`src/rtl/seg7_pkg.sv`:
```
// Shared constants and types for the seven-segment capture path.
// Segment ordering everywhere is {a,b,c,d,e,f,g} with a in bit 6.
package seg7_pkg;

   localparam logic [6:0] SEG_0 = 7'b1111110;
   localparam logic [6:0] SEG_1 = 7'b0110000;
   localparam logic [6:0] SEG_2 = 7'b1101101;
   localparam logic [6:0] SEG_3 = 7'b1111001;
   localparam logic [6:0] SEG_4 = 7'b0110011;
   localparam logic [6:0] SEG_5 = 7'b1011011;
   localparam logic [6:0] SEG_6 = 7'b1011111;
   localparam logic [6:0] SEG_7 = 7'b1110000;
   localparam logic [6:0] SEG_8 = 7'b1111111;
   localparam logic [6:0] SEG_9 = 7'b1111011;

   localparam logic [3:0] BCD_INVALID = 4'hF;

   typedef enum logic {
      COLLECT,
      PRESENT
   } state_t;

endpackage

```
`src/rtl/seg7_to_bcd.sv`:
```
// Combinational inverse of the BCD-to-seven-segment encoder.
// Anything outside the ten legal digit codes maps to BCD_INVALID with err set.
module seg7_to_bcd
   import seg7_pkg::*;
(
   input  logic [6:0] seg,
   output logic [3:0] bcd,
   output logic       err
);

   always_comb begin
      bcd = BCD_INVALID;
      err = 1'b1;
      case (seg)
         SEG_0: begin bcd = 4'd0; err = 1'b0; end
         SEG_1: begin bcd = 4'd1; err = 1'b0; end
         SEG_2: begin bcd = 4'd2; err = 1'b0; end
         SEG_3: begin bcd = 4'd3; err = 1'b0; end
         SEG_4: begin bcd = 4'd4; err = 1'b0; end
         SEG_5: begin bcd = 4'd5; err = 1'b0; end
         SEG_6: begin bcd = 4'd6; err = 1'b0; end
         SEG_7: begin bcd = 4'd7; err = 1'b0; end
         SEG_8: begin bcd = 4'd8; err = 1'b0; end
         SEG_9: begin bcd = 4'd9; err = 1'b0; end
         default: ;
      endcase
   end

endmodule

```
`src/rtl/seg7_capture.sv`:
```
// Receiver for a multiplexed seven-segment bus: debounces each digit's pattern,
// decodes it back to BCD and hands complete frames out on a valid/ready port.
module seg7_capture
   import seg7_pkg::*;
#(
   parameter int DIGITS        = 4,
   parameter int STABLE_CYCLES = 3
) (
   input  logic                  clk,
   input  logic                  rst_n,
   input  logic [6:0]            seg_in,
   input  logic [DIGITS-1:0]     dig_sel,
   output logic [4*DIGITS-1:0]   bcd_out,
   output logic [DIGITS-1:0]     err_out,
   output logic                  out_valid,
   input  logic                  out_ready,
   output logic                  overrun
);

   localparam int CW = $clog2(STABLE_CYCLES + 1);
   localparam logic [CW-1:0] CNT_MAX = CW'(STABLE_CYCLES);
   localparam logic [CW-1:0] CAP_AT  = CW'(STABLE_CYCLES - 1);

   logic [6:0]                  s_seg_q, s_seg_d, p_seg_q;
   logic [DIGITS-1:0]           s_sel_q, s_sel_d, p_sel_q;
   logic [CW-1:0]               cnt_q, cnt_d;
   state_t                      state_q, state_d;
   logic [DIGITS-1:0][3:0]      slot_q, slot_d;
   logic [DIGITS-1:0]           err_q, err_d;
   logic [DIGITS-1:0]           captured_q, captured_d;
   logic                        out_valid_q, out_valid_d;
   logic                        overrun_q, overrun_d;

   logic       one_hot, changed, clr, cap;
   logic [3:0] dec_bcd;
   logic       dec_err;

   seg7_to_bcd u_dec (
      .seg (s_seg_q),
      .bcd (dec_bcd),
      .err (dec_err)
   );

   // Stability tracking: p_* holds the previous cycle's registered sample.
   always_comb begin
      s_seg_d = seg_in;
      s_sel_d = dig_sel;
      one_hot = $onehot(s_sel_q);
      changed = (s_seg_q != p_seg_q) || (s_sel_q != p_sel_q);
      clr     = changed || !one_hot;
      if (clr)
         cnt_d = '0;
      else if (cnt_q == CNT_MAX)
         cnt_d = cnt_q;
      else
         cnt_d = cnt_q + 1'b1;
      // The clr term lets STABLE_CYCLES==1 fire on the first sample of an interval.
      cap = one_hot && (cnt_d == CAP_AT) && (clr || (cnt_q != CAP_AT));
   end

   always_comb begin
      state_d     = state_q;
      slot_d      = slot_q;
      err_d       = err_q;
      captured_d  = captured_q;
      out_valid_d = out_valid_q;
      overrun_d   = 1'b0;
      case (state_q)
         COLLECT: begin
            if (cap) begin
               for (int i = 0; i < DIGITS; i++) begin
                  if (s_sel_q[i]) begin
                     slot_d[i] = dec_bcd;
                     err_d[i]  = dec_err;
                  end
               end
               captured_d = captured_q | s_sel_q;
               if (&captured_d) begin
                  state_d     = PRESENT;
                  out_valid_d = 1'b1;
               end
            end
         end
         PRESENT: begin
            overrun_d = cap;
            if (out_ready) begin
               state_d     = COLLECT;
               captured_d  = '0;
               out_valid_d = 1'b0;
            end
         end
         default: state_d = COLLECT;
      endcase
   end

   always_ff @(posedge clk) begin
      if (!rst_n) begin
         s_seg_q     <= '0;
         s_sel_q     <= '0;
         p_seg_q     <= '0;
         p_sel_q     <= '0;
         cnt_q       <= '0;
         state_q     <= COLLECT;
         slot_q      <= '0;
         err_q       <= '0;
         captured_q  <= '0;
         out_valid_q <= 1'b0;
         overrun_q   <= 1'b0;
      end else begin
         s_seg_q     <= s_seg_d;
         s_sel_q     <= s_sel_d;
         p_seg_q     <= s_seg_q;
         p_sel_q     <= s_sel_q;
         cnt_q       <= cnt_d;
         state_q     <= state_d;
         slot_q      <= slot_d;
         err_q       <= err_d;
         captured_q  <= captured_d;
         out_valid_q <= out_valid_d;
         overrun_q   <= overrun_d;
      end
   end

   assign bcd_out   = slot_q;
   assign err_out   = err_q;
   assign out_valid = out_valid_q;
   assign overrun   = overrun_q;

endmodule

```
`config.mk`:
```
export PLATFORM = sky130hd
export DESIGN_NAME = seg7_capture
export DESIGN_NICKNAME = d
export VERILOG_FILES = /design/src/rtl/seg7_pkg.sv /design/src/rtl/seg7_to_bcd.sv /design/src/rtl/seg7_capture.sv
export SDC_FILE = /design/constraint.sdc
export NUM_CORES = 1
export LEC_CHECK = 0
export ABC_AREA = 0
export CAP_MARGIN = 25
export CORE_ASPECT_RATIO = 1.2
export CORE_MARGIN = 4
export CORE_UTILIZATION = 28
export CTS_CLUSTER_SIZE = 14
export DETAILED_ROUTE_END_ITERATION = 8
export GPL_ROUTABILITY_DRIVEN = 0
export GPL_TIMING_DRIVEN = 0
export PLACE_DENSITY_LB_ADDON = 0.3
export SYNTH_ARGS = -nofsm -noshare
export SYNTH_HDL_FRONTEND = slang
export SYNTH_HIERARCHICAL = 1
export SYNTH_SLANG_ARGS = --single-unit
```
`constraint.sdc`:
```
create_clock -name clk -period 3.4 [get_ports clk]
set_input_delay 0.85 -clock clk [delete_from_list [all_inputs] [get_ports clk]]
set_output_delay 0.85 -clock clk [all_outputs]
set_load 0.02 [all_outputs]
```
==> results.py, run 1 <==
metrics = {
    "status": {
        "status": "complete, no violations",
    },
    "synth": {
        "yosys.cell_types.count": 38,
        "synth_seq_area_share_pct": 47.9,
        "synth_mux_area_share_pct": 9.40,
        "synth_flop_cell": "dfxtp_1",
        "async_flop_share_pct": 0,
        "netlist_instances": 215,
        "synthAdderAreaFrac_pct": 2.11,
        "synth_xor_area_share_pct": 4.93,
        "syn_area_per_cell_sq_um": 9.91,
        "synth_compound_area_share_pct": 5.52,
        "synth_seq_cells": 51,
        "synth_fp_nets": 232,
        "synth_top_family_by_area": "simple AND/OR/NAND/NOR gates",
        "syn_area_sq_um": 2130,
        "synth_simple_gate_area_share_pct": 27.3,
        "yosysWarnings": 6,
        "synth_edf_count": 0,
    },
    "hold_path": {
        "hold_class": "register to register",
        "whs_endpoint": "captured_q[1]",
        "min_path_cells": 2,
        "holdCritStartpoint": "captured_q[1]",
    },
    "route": {
        "viasPerCell": 4.54,
        "antenna_left": 0,
        "wl_per_cell_microns": 13.1,
        "drtPass1Iterations": 4,
        "drtIter0Drc": 93,
        "drcViolationCount": 0,
        "wirelength_mm": 4.54,
        "vias": 1576,
    },
    "clock_network": {
        "root_buffer": "clkbuf_8",
        "cts_setup_buffers": 0,
        "cts_sinks": 51,
        "cts_tree": "done",
        "htree_num_levels": 2,
        "cts.clk_slew.worst_paths_ps": 90,
        "clk_latency_ps": 300,
        "ctsHoldBuffers": 0,
        "cts_buffers": 5,
        "cts_resized": 0,
        "cts_buffer_depth": 2,
    },
    "setup_path": {
        "max_stage_delay_ps": 530,
        "reg2reg_setup_slack_ps": 480,
        "worstPathArrival_ps": 3150,
        "critPathKind": "register to register",
        "crit_chain": "inv_1 -> fa_1 -> inv_1 -> ha_1 -> ha_1 -> or3b_1 -> nor4_4 -> and4_1 -> buf_4 -> mux2i_1",
        "cp-end-kind": "register",
        "r2r_cells": 10,
        "worstPathRequired_ps": 3630,
        "r2r-start": "s_sel_q[0]",
        "worst_path_max_delay_cell": "fa_1",
        "cp_max_fo": 6,
        "crit_path_start_kind": "register",
        "r2r-end": "bcd_out[3]",
    },
    "power_and_ir_drop": {
        "cellLeakagePower_nw": 1.12,
        "ir_worst_vdd_mv": 0.185,
        "p_sw_share_pct": 24.7,
        "seqPwrFrac_pct": 59.3,
        "combPwrFrac_pct": 8.4,
        "power.switching_w": 0.000260,
        "p_int_w": 0.000794,
        "pwr_density_cell_nw_per_um2": 394,
        "p_clk_share_pct": 32.3,
    },
    "place": {
        "port_buffers": 34,
        "dp_slack_ps": 473,
        "hpwl_mm": 3.45,
    },
    "timing": {
        "min_period_ps": 2920,
        "rsz0062_at_grt": "false",
        "hold_viol_final": 0,
        "slew_viol_final": 0,
        "fmax_mhz": 343,
        "finalCritPeriodShare_pct": 85.8,
        "setup_viol_count_final": 0,
        "slew_headroom_pct": 63.6,
        "setup_ws_ps": 482,
        "max_slew.worst_pin.slew_ps": 542,
        "finClkSkew_ps": 8.11,
        "setup_tns_ps": 0,
    },
    "grt": {
        "grt_start_max_net_pins": 17,
        "grt_util_all_layers_pct": 10.5,
        "grt_pass1_vias": 1545,
        "gr-total-overflow": 0,
        "antenna_found_initial": 0,
        "grt_pass1_wl_mm": 7.57,
    },
    "floorplan": {
        "core_sq_um": 7320,
        "start_util_pct": 29.1,
        "die_area_sq_um": 9080,
        "rows": 34,
        "dieWidth_microns": 87.6,
        "fp.dieH_microns": 104,
        "pin_count": 36,
    },
    "cells_and_area": {
        "antenna_cells": 0,
        "layout-drive-gt1-share_pct": 6.61,
        "syn2layout_area_growth_pct": 25.4,
        "final_net_count": 273,
    },
    "run": {
        "maxCapViolCount": 0,
    },
}
## area by class of cell
| cell class | count | area (sq um) |
|---|---|---|
| clock buffers | 5 | 68.8 |
| clock inverters | 3 | 20.0 |
| flip-flops and latches | 51 | 1020 |
| well taps | 90 | 113 |
| multi-input cells | 149 | 1050 |
| plain buffers | 8 | 33.8 |
| inverters | 7 | 26.3 |
| repair buffers | 34 | 340 |
| fillers | 770 | 4640 |
## flip-flops by register name (all words and copies together) (netlist names)
register and flops:
bcd_out 16, captured_q 4, cnt_q 2, err_out 4, out_valid 1, overrun 1
p_seg_q 7, p_sel_q 4, s_seg_q 7, s_sel_q 4, state_q 1
## worst max-delay path by stage
stage	from	endpoint	slack, ps
2_1_floorplan	s_sel_q[0]	bcd_out[2]	730
3_3_place_gp	s_sel_q[0]	err_out[2]	500
3_5_place_dp	s_sel_q[0]	bcd_out[11]	470
4_1_cts	s_sel_q[0]	bcd_out[11]	460
5_1_grt	s_sel_q[1]	bcd_out[11]	280
6_report	s_sel_q[0]	bcd_out[3]	480
## cell families (layout without fill, tap and decap cells)
logic type | after synthesis | count (layout)
buffers and inverters | 15 | 57
xor gates and xnor gates | 12 | 12
DFF | 51 | 51
adders and majority gates | 3 | 3
AOI/OAI and AO/OA | 17 | 17
muxes | 20 | 20
and+or+nand+nor | 97 | 97
## through the flow
stage	power (W)	std cells	util [%]	hold slack, ps	area [sq um]
5_1_grt	0.00110	347	36.5	478	2670
2_1_floorplan	0.000695	215	-	435	2130
6_report	0.00105	347	36.5	460	2670
3_3_place_gp	0.000727	339	35.3	448	2580
3_5_place_dp	0.000729	339	35.3	452	2580
4_1_cts	0.00107	347	36.5	465	2670
## worst max-delay path: cells and delay by family (launching register included)
kind | cells | cell delay [ps]
flops | 1 | 410
mux | 1 | 180
fa+ha+maj | 3 | 970
buf+inv | 3 | 310
simple gates | 3 | 990
## layout by cell type, fill, tap and decap left out, types with 3 or more instances in the layout
cell type / netlist / routed
dfxtp_1: 51 / 51
clkdlybuf4s50_1: 0 / 34
nand2_1: 32 / 32
and2_1: 24 / 24
mux2i_1: 20 / 20
xor2_1: 11 / 11
inv_1: 7 / 7
clkbuf_1: 7 / 7
nor2_1: 6 / 6
clkbuf_8: 0 / 5
nand3_1: 4 / 4
o21ai_1: 4 / 4
nor4_1: 3 / 3
nor3b_1: 3 / 3
nor3_1: 3 / 3
nand4_2: 3 / 3
o21ai_0: 3 / 3
a21boi_1: 3 / 3
## power by group through the flow
stage	registers, W	logic, W	clock network, W
finish	0.000625	0.0000885	0.000341
CTS	0.000625	0.0000900	0.000353
global route	0.000627	0.000101	0.000376
global placement	0.000639	0.0000880	0
detailed placement	0.000639	0.0000896	0
floorplan	0.000634	0.0000614	0
## cells in the mapped netlist (2+ instances only)
library cell	count	area, sq um
a21boi_1	3	22.5
and2_1	24	150
and3_1	2	12.5
and4_1	2	17.5
clkbuf_1	7	26.3
dfxtp_1	51	1020
ha_1	2	25.0
inv_1	7	26.3
mux2i_1	20	200
nand2_1	32	120
nand3_1	4	20.0
nand3b_1	2	15.0
nand4_1	2	12.5
nand4_2	3	37.5
nor2_1	6	22.5
nor2b_1	2	12.5
nor3_1	3	15.0
nor3b_1	3	22.5
nor4_1	3	18.8
nor4_2	2	25.0
o21a_1	2	15.0
o21ai_0	3	15.0
o21ai_1	4	20.0
o22ai_1	2	12.5
xor2_1	11	96.3
## routing by layer
metal  share of wire, %  track usage [%]  wire length, microns
met1                 44             12.4                  1980
met2                 51             18.0                  2320
met3                3.7             2.70                   167
met4                1.5             3.62                    68
met5                  0                0                     0
(Power assumes the default switching activity.)
==> run 2: changes to the inputs <==
--- a/config.mk
+++ b/config.mk
@@ -19,3 +19,4 @@
 export SYNTH_HDL_FRONTEND = slang
 export SYNTH_HIERARCHICAL = 1
 export SYNTH_SLANG_ARGS = --single-unit
+export TNS_END_PERCENT = 50
==> results of run 2 <==
No change in the layout: final DEF, timing and power equal those of run 1.
